`config.mk`:
```
export PLATFORM = sky130hd
export DESIGN_NAME = seq_attempt_scheduler
export DESIGN_NICKNAME = d
export VERILOG_FILES = /design/src/rtl/seq_ctrl_pkg.sv /design/src/rtl/seq_rr_arb2.sv /design/src/rtl/seq_attempt_scheduler.sv
export SDC_FILE = /design/constraint.sdc
export NUM_CORES = 1
export LEC_CHECK = 0
export ABC_AREA = 1
export BUFFER_PORTS_ARGS = -buffer_cell sky130_fd_sc_hd__buf_4
export CAP_MARGIN = 30
export CORE_MARGIN = 5
export CORE_UTILIZATION = 40
export CTS_CLUSTER_SIZE = 16
export DETAILED_ROUTE_END_ITERATION = 6
export PLACE_DENSITY = 0.66
export SLEW_MARGIN = 40
export SYNTH_ARGS = -nofsm -noshare
export SYNTH_HDL_FRONTEND = slang
export SYNTH_HIERARCHICAL = 1
export SYNTH_SLANG_ARGS = --single-unit
export TNS_END_PERCENT = 50
```
`constraint.sdc`:
```
create_clock -name clk -period 2.08 [get_ports clk]
set_input_delay 0.312 -clock clk [delete_from_list [all_inputs] [get_ports clk]]
set_output_delay 0.312 -clock clk [all_outputs]
set_load 0.01 [all_outputs]
```
`src/rtl/seq_ctrl_pkg.sv`:
```
// Shared constants for the sequence-attempt scheduler: FSM state encoding
// and default parameter values.
package seq_ctrl_pkg;

    // FSM state encoding, exposed on the fsm_state debug output.
    localparam logic [2:0] ST_IDLE    = 3'd0;
    localparam logic [2:0] ST_SHIFT   = 3'd1;
    localparam logic [2:0] ST_WAIT    = 3'd2;
    localparam logic [2:0] ST_RESP    = 3'd3;
    localparam logic [2:0] ST_LOCKOUT = 3'd4;

    // Default parameter values.
    localparam int DEF_CODE_W   = 24;
    localparam int DEF_OBS_CYC  = 2;
    localparam int DEF_MAX_FAIL = 3;
    localparam int DEF_LOCK_CYC = 64;

endpackage

```
`src/rtl/seq_rr_arb2.sv`:
```
// Two-requester round-robin arbiter. The grant is combinational from req;
// the "last granted" pointer only moves when the owner strobes advance.
module seq_rr_arb2 (
    input  logic       clk,
    input  logic       rst,
    input  logic [1:0] req,
    input  logic       advance,
    output logic [1:0] grant
);

    // 1 means requester 1 was granted last, so requester 0 wins a tie.
    logic last;

    // Tie-break on simultaneous requests in favour of the one not served last.
    always_comb begin
        grant = req;
        if (req == 2'b11) begin
            grant = last ? 2'b01 : 2'b10;
        end
    end

    // Remember who was granted; reset gives requester 0 priority.
    always_ff @(posedge clk) begin
        if (rst) begin
            last <= 1'b1;
        end else if (advance) begin
            last <= grant[1];
        end
    end

endmodule

```
`src/rtl/seq_attempt_scheduler.sv`:
```
// Schedules code-entry attempts from two requesters onto a shared serial
// sequence detector: shifts the code MSB-first, observes det_out for a
// bounded window, reports pass/fail and locks out after repeated failures.
//
// Handshake: a requester raises req[i] and holds code<i> stable; the block
// answers with exactly one ack[i] pulse (pass valid in the same cycle) per
// grant, even if req[i] is dropped early. Every state is time-bounded.
module seq_attempt_scheduler
    import seq_ctrl_pkg::*;
#(
    parameter int CODE_W   = DEF_CODE_W,
    parameter int OBS_CYC  = DEF_OBS_CYC,
    parameter int MAX_FAIL = DEF_MAX_FAIL,
    parameter int LOCK_CYC = DEF_LOCK_CYC
) (
    input  logic              clk,
    input  logic              RESET,
    input  logic [1:0]        req,
    input  logic [CODE_W-1:0] code0,
    input  logic [CODE_W-1:0] code1,
    input  logic              det_out,
    output logic              det_in,
    output logic              det_rst_n,
    output logic [1:0]        gnt,
    output logic [1:0]        ack,
    output logic              pass,
    output logic              busy,
    output logic              locked,
    output logic [1:0]        fail_cnt,
    output logic [2:0]        fsm_state
);

    logic [2:0]        state;
    logic [CODE_W-1:0] sh;       // remaining bits, next bit at the MSB
    logic [15:0]       tmr;      // shared down-counter for SHIFT/WAIT/LOCKOUT
    logic [1:0]        arb_gnt;
    logic              arb_adv;
    logic [CODE_W-1:0] code_sel;

    assign fsm_state = state;
    assign arb_adv   = (state == ST_IDLE) && (req != 2'b00);
    assign code_sel  = arb_gnt[1] ? code1 : code0;

    seq_rr_arb2 u_arb (
        .clk     (clk),
        .rst     (RESET),
        .req     (req),
        .advance (arb_adv),
        .grant   (arb_gnt)
    );

    // Main attempt FSM; all outputs are registered.
    always_ff @(posedge clk) begin
        if (RESET) begin
            state     <= ST_IDLE;
            sh        <= '0;
            tmr       <= '0;
            det_in    <= 1'b0;
            det_rst_n <= 1'b0;
            gnt       <= 2'b00;
            ack       <= 2'b00;
            pass      <= 1'b0;
            busy      <= 1'b0;
            locked    <= 1'b0;
            fail_cnt  <= 2'b00;
        end else begin
            ack <= 2'b00;
            case (state)
                ST_IDLE: begin
                    if (req != 2'b00) begin
                        gnt       <= arb_gnt;
                        det_in    <= code_sel[CODE_W-1];
                        sh        <= code_sel << 1;
                        tmr       <= 16'(CODE_W - 1);
                        det_rst_n <= 1'b1;
                        busy      <= 1'b1;
                        state     <= ST_SHIFT;
                    end
                end
                ST_SHIFT: begin
                    // det_out is deliberately not looked at while shifting.
                    if (tmr == '0) begin
                        det_in <= 1'b0;
                        tmr    <= 16'(OBS_CYC - 1);
                        state  <= ST_WAIT;
                    end else begin
                        det_in <= sh[CODE_W-1];
                        sh     <= sh << 1;
                        tmr    <= tmr - 16'd1;
                    end
                end
                ST_WAIT: begin
                    if (det_out) begin
                        pass      <= 1'b1;
                        fail_cnt  <= 2'b00;
                        ack       <= gnt;
                        det_rst_n <= 1'b0;
                        state     <= ST_RESP;
                    end else if (tmr == '0) begin
                        // Silent or deadlocked detector counts as a failure.
                        pass      <= 1'b0;
                        if (fail_cnt != 2'(MAX_FAIL)) begin
                            fail_cnt <= fail_cnt + 2'd1;
                        end
                        ack       <= gnt;
                        det_rst_n <= 1'b0;
                        state     <= ST_RESP;
                    end else begin
                        tmr <= tmr - 16'd1;
                    end
                end
                ST_RESP: begin
                    gnt  <= 2'b00;
                    busy <= 1'b0;
                    if (fail_cnt == 2'(MAX_FAIL)) begin
                        locked <= 1'b1;
                        tmr    <= 16'(LOCK_CYC - 1);
                        state  <= ST_LOCKOUT;
                    end else begin
                        state <= ST_IDLE;
                    end
                end
                ST_LOCKOUT: begin
                    if (tmr == '0) begin
                        locked   <= 1'b0;
                        fail_cnt <= 2'b00;
                        state    <= ST_IDLE;
                    end else begin
                        tmr <= tmr - 16'd1;
                    end
                end
                default: begin
                    state <= ST_IDLE;
                end
            endcase
        end
    end

endmodule

```
==> impl_results.md <==
- Gate power share: 56.6%
- Post-CTS Resized: 0
- Die ar.: 10200 um^2
- Clk slew on worst S/H paths: 0.10 ns
- Fin. Hold Viols: 0
- Place WS: 0.139 ns
- Tcrit/Tclk final: 90.2%
- Standard-cell row count: 33
- H-tree depth: 2
- Core Area: 8130 um^2
- Worst setup startpoint: tmr[0]
- Reg2Reg Depth: 9
- Power Dens Cells: 1340 nW/um^2
- Iteration-0 DRC Markers: 183
- Worst Skew: 0.0139 ns
- IO Pins: 67
- Post-synthesis cell type count: 31
- Nets@finish: 636
- Status: completed
- Gpl congestion: 0.944
- Part of the power in registers: 31.6%
- Area Overhead vs Synth: 19.5%
- P_leak: 2.11 nW
- GR Util All Layers: 16.1%
- Die H: 101 um
- DR pass1 iterations: 5
- Longest Clk Path Bufs: 2
- IO Port Bufs: 66
- Peak supply drop: 504 uV
- Fill count: 835
- Residual DRC: 0
- Skew-Pair Late Insertion Delay: 0.31 ns
- Tightest Pin Transition: 0.488 ns
- Slew Viols, Final: 0
- Routed len/inst: 11.6 um
- Critical Path Sink: tmr[5]
- First-pass GRT wire length: 13800 um
- Highest net fanout along the worst path: 12
- Via density per instance: 4.88
- Largest net degree at the start of global routing: 42
- Setup_tns: 0 ns
- Synth warn: 6
- Critical path arrival: 2.07 ns
- RSZ-0062 raised after global routing: no
- CP Data Required Time: 2.28 ns
- Flops & latches, synth: 54
- MaxCap Viol Count: 0
- Vias: 3353
- Reg2reg end: tmr[5]
- CTS sink cnt: 54
- Total CTS buffers: 5
- Root Buffer: clkbuf_8
- R2r setup slk: 0.20 ns
- Die span in x: 101 um
- Ant diodes: 0
- Post-CTS Setup Bufs: 0
- Initial cell density of the core: 40.8%
- Post-Syn Area per Cell: 6.34 um^2
- Worst hold path type: in2reg
- Post-Syn Instances: 523
- Final Critical Period: 1.88 ns
- Grt ovf: 0
- Reg-to-Reg Start: tmr[0]
- Post-DRT Antenna Nets: 0
- Area after DPL: 3850 um^2
- Int Pwr: 2.75 mW
- Vias in the first global route: 3076
- Achievable frequency: 533 MHz
- Clk network pwr share: 11.8%
- Antenna violations before repair: 0
- Share of layout cells above drive strength 1: 18.9%
- Worst Setup End Kind: register
- Cell Area, Synth: 3320 um^2
- Post-CTS Hold Fix Bufs: 0
- Routed WL: 7980 um
- HPWL after DPL: 6140 um
- Setup slack after layout: 0.203 ns
- Final instance area: 3960 um^2
- TritonCTS clock tree: yes
- Sw frac: 48.2%
- Post-synthesis sequential area ratio: 32.6%
- Startpoint class of the critical path: register
- Mapped Nets: 578
- WS Path Type: reg2reg
- P_sw: 2.56 mW
- Endpoints failing setup: 0
- Slew headroom: 67.5%
power by group through the flow:
| stage | clock, mW | combinational [mW] | sequential, mW |
|---|---|---|---|
| 6_report | 0.629 | 3.01 | 1.68 |
| 5_1_grt | 0.700 | 3.44 | 1.74 |
| 4_1_cts | 0.661 | 2.99 | 1.68 |
| 3_5_place_dp | 0 | 2.98 | 1.70 |
| 3_3_place_gp | 0 | 2.92 | 1.69 |
| 2_1_floorplan | 0 | 2.47 | 1.65 |
cells in the mapped netlist:
cell | number | area, um^2
inv_2 | 5 | 18.8
clkbuf_1 | 12 | 45.0
buf_2 | 2 | 10.0
nand2_2 | 4 | 25.0
dfxtp_1 | 54 | 1080
nor2_4 | 3 | 33.8
nor3_2 | 1 | 10.0
nand3_1 | 45 | 225
nand2_4 | 4 | 45.0
o221ai_1 | 1 | 8.76
and2_1 | 1 | 6.26
o21ai_2 | 1 | 8.76
nand2_1 | 194 | 728
a21boi_1 | 1 | 7.51
o21ai_0 | 13 | 65.1
nand4_4 | 1 | 21.3
ha_1 | 2 | 25.0
mux2i_1 | 1 | 10.0
nor2_1 | 60 | 225
buf_6 | 7 | 78.8
o21ai_1 | 2 | 10.0
nor3_1 | 4 | 20.0
o211ai_2 | 1 | 12.5
nor2_2 | 9 | 56.3
inv_1 | 38 | 143
o22ai_1 | 1 | 6.26
a21oi_1 | 33 | 165
a31oi_1 | 1 | 6.26
o211a_1 | 20 | 200
xor2_1 | 1 | 8.76
a21oi_2 | 1 | 8.76
layout make-up:
cell class	instances	area (um^2)	area share, %
multi-input cells	405	1950	49.2
flip-flops and latches	54	1080	27.3
repair buffers	72	541	13.6
inverters	43	161	4.07
well taps	105	131	3.32
clock buffers	6	82.6	2.08
clock inverters	2	17.5	0.442
per-stage QoR:
stage	hold WS, ns	power [mW]	cells	utilization [%]
2_1_floorplan	0.400	4.12	523	-
3_3_place_gp	0.439	4.61	679	47.4
3_5_place_dp	0.445	4.68	679	47.4
4_1_cts	0.257	5.33	687	48.6
5_1_grt	0.281	5.88	687	48.7
6_report	0.266	5.32	687	48.7
cell families after synthesis:
logic type                 Yosys count  synth area share (%)
xor gates and xnor gates             1                 0.264
DFF                                 54                  32.6
muxes                                1                 0.302
and+or+nand+nor                    326                  42.1
AOI/OAI and AO/OA                   75                  15.1
adders and majority gates            2                 0.755
buffers and inverters               64                  8.91
per-layer routing:
layer / routed length, um / global-route usage, % / vias to the layer above / share of wire, %
li1: - / - / 1794 / -
met1: 3830 / 21.7 / 1475 / 48
met2: 3690 / 26.3 / 80 / 46
met3: 434 / 3.39 / 4 / 5.4
met4: 28 / 3.99 / 0 / 0.35
met5: 0 / 0 / - / 0
sequential cells by signal (all words and copies together) (netlist names):
register and flops:
ack 2, sh 23, pass 1, u_arb/last 1, gnt 2, det_rst_n 1
det_in 1, tmr 16, busy 1, fsm_state 3, locked 1, fail_cnt 2
cells in the final DEF (no fill, tap or decap), types with 3 or more instances in the layout:
cell / n
dfxtp_1: 54
inv_2: 5
nor2_4: 3
buf_4: 72
clkbuf_8: 6
nand2_2: 4
nor3_1: 4
nand3_1: 45
nand2_1: 194
o21ai_0: 13
inv_1: 38
nor2_1: 60
nor2_2: 9
nand2_4: 3
o211a_1: 20
a21oi_1: 33
worst max-delay path, cell delays in order (launching register included):
cell,delay (ns)
dfxtp_1,0.34
inv_1,0.11
ha_1,0.23
nand2_1,0.15
nor2_4,0.18
nand4_4,0.21
nand2_4,0.21
inv_2,0.11
o21ai_0,0.16
nor2_1,0.06
worst min path at each step:
stage,start,endpoint,cells past startpoint
2_1_floorplan,RESET,u_arb/last,2
3_3_place_gp,sh[22],sh[22],2
3_5_place_dp,sh[22],sh[22],2
4_1_cts,req[1],u_arb/last,3
5_1_grt,req[1],u_arb/last,3
6_report,req[1],u_arb/last,3
(Power assumes the default switching activity.)
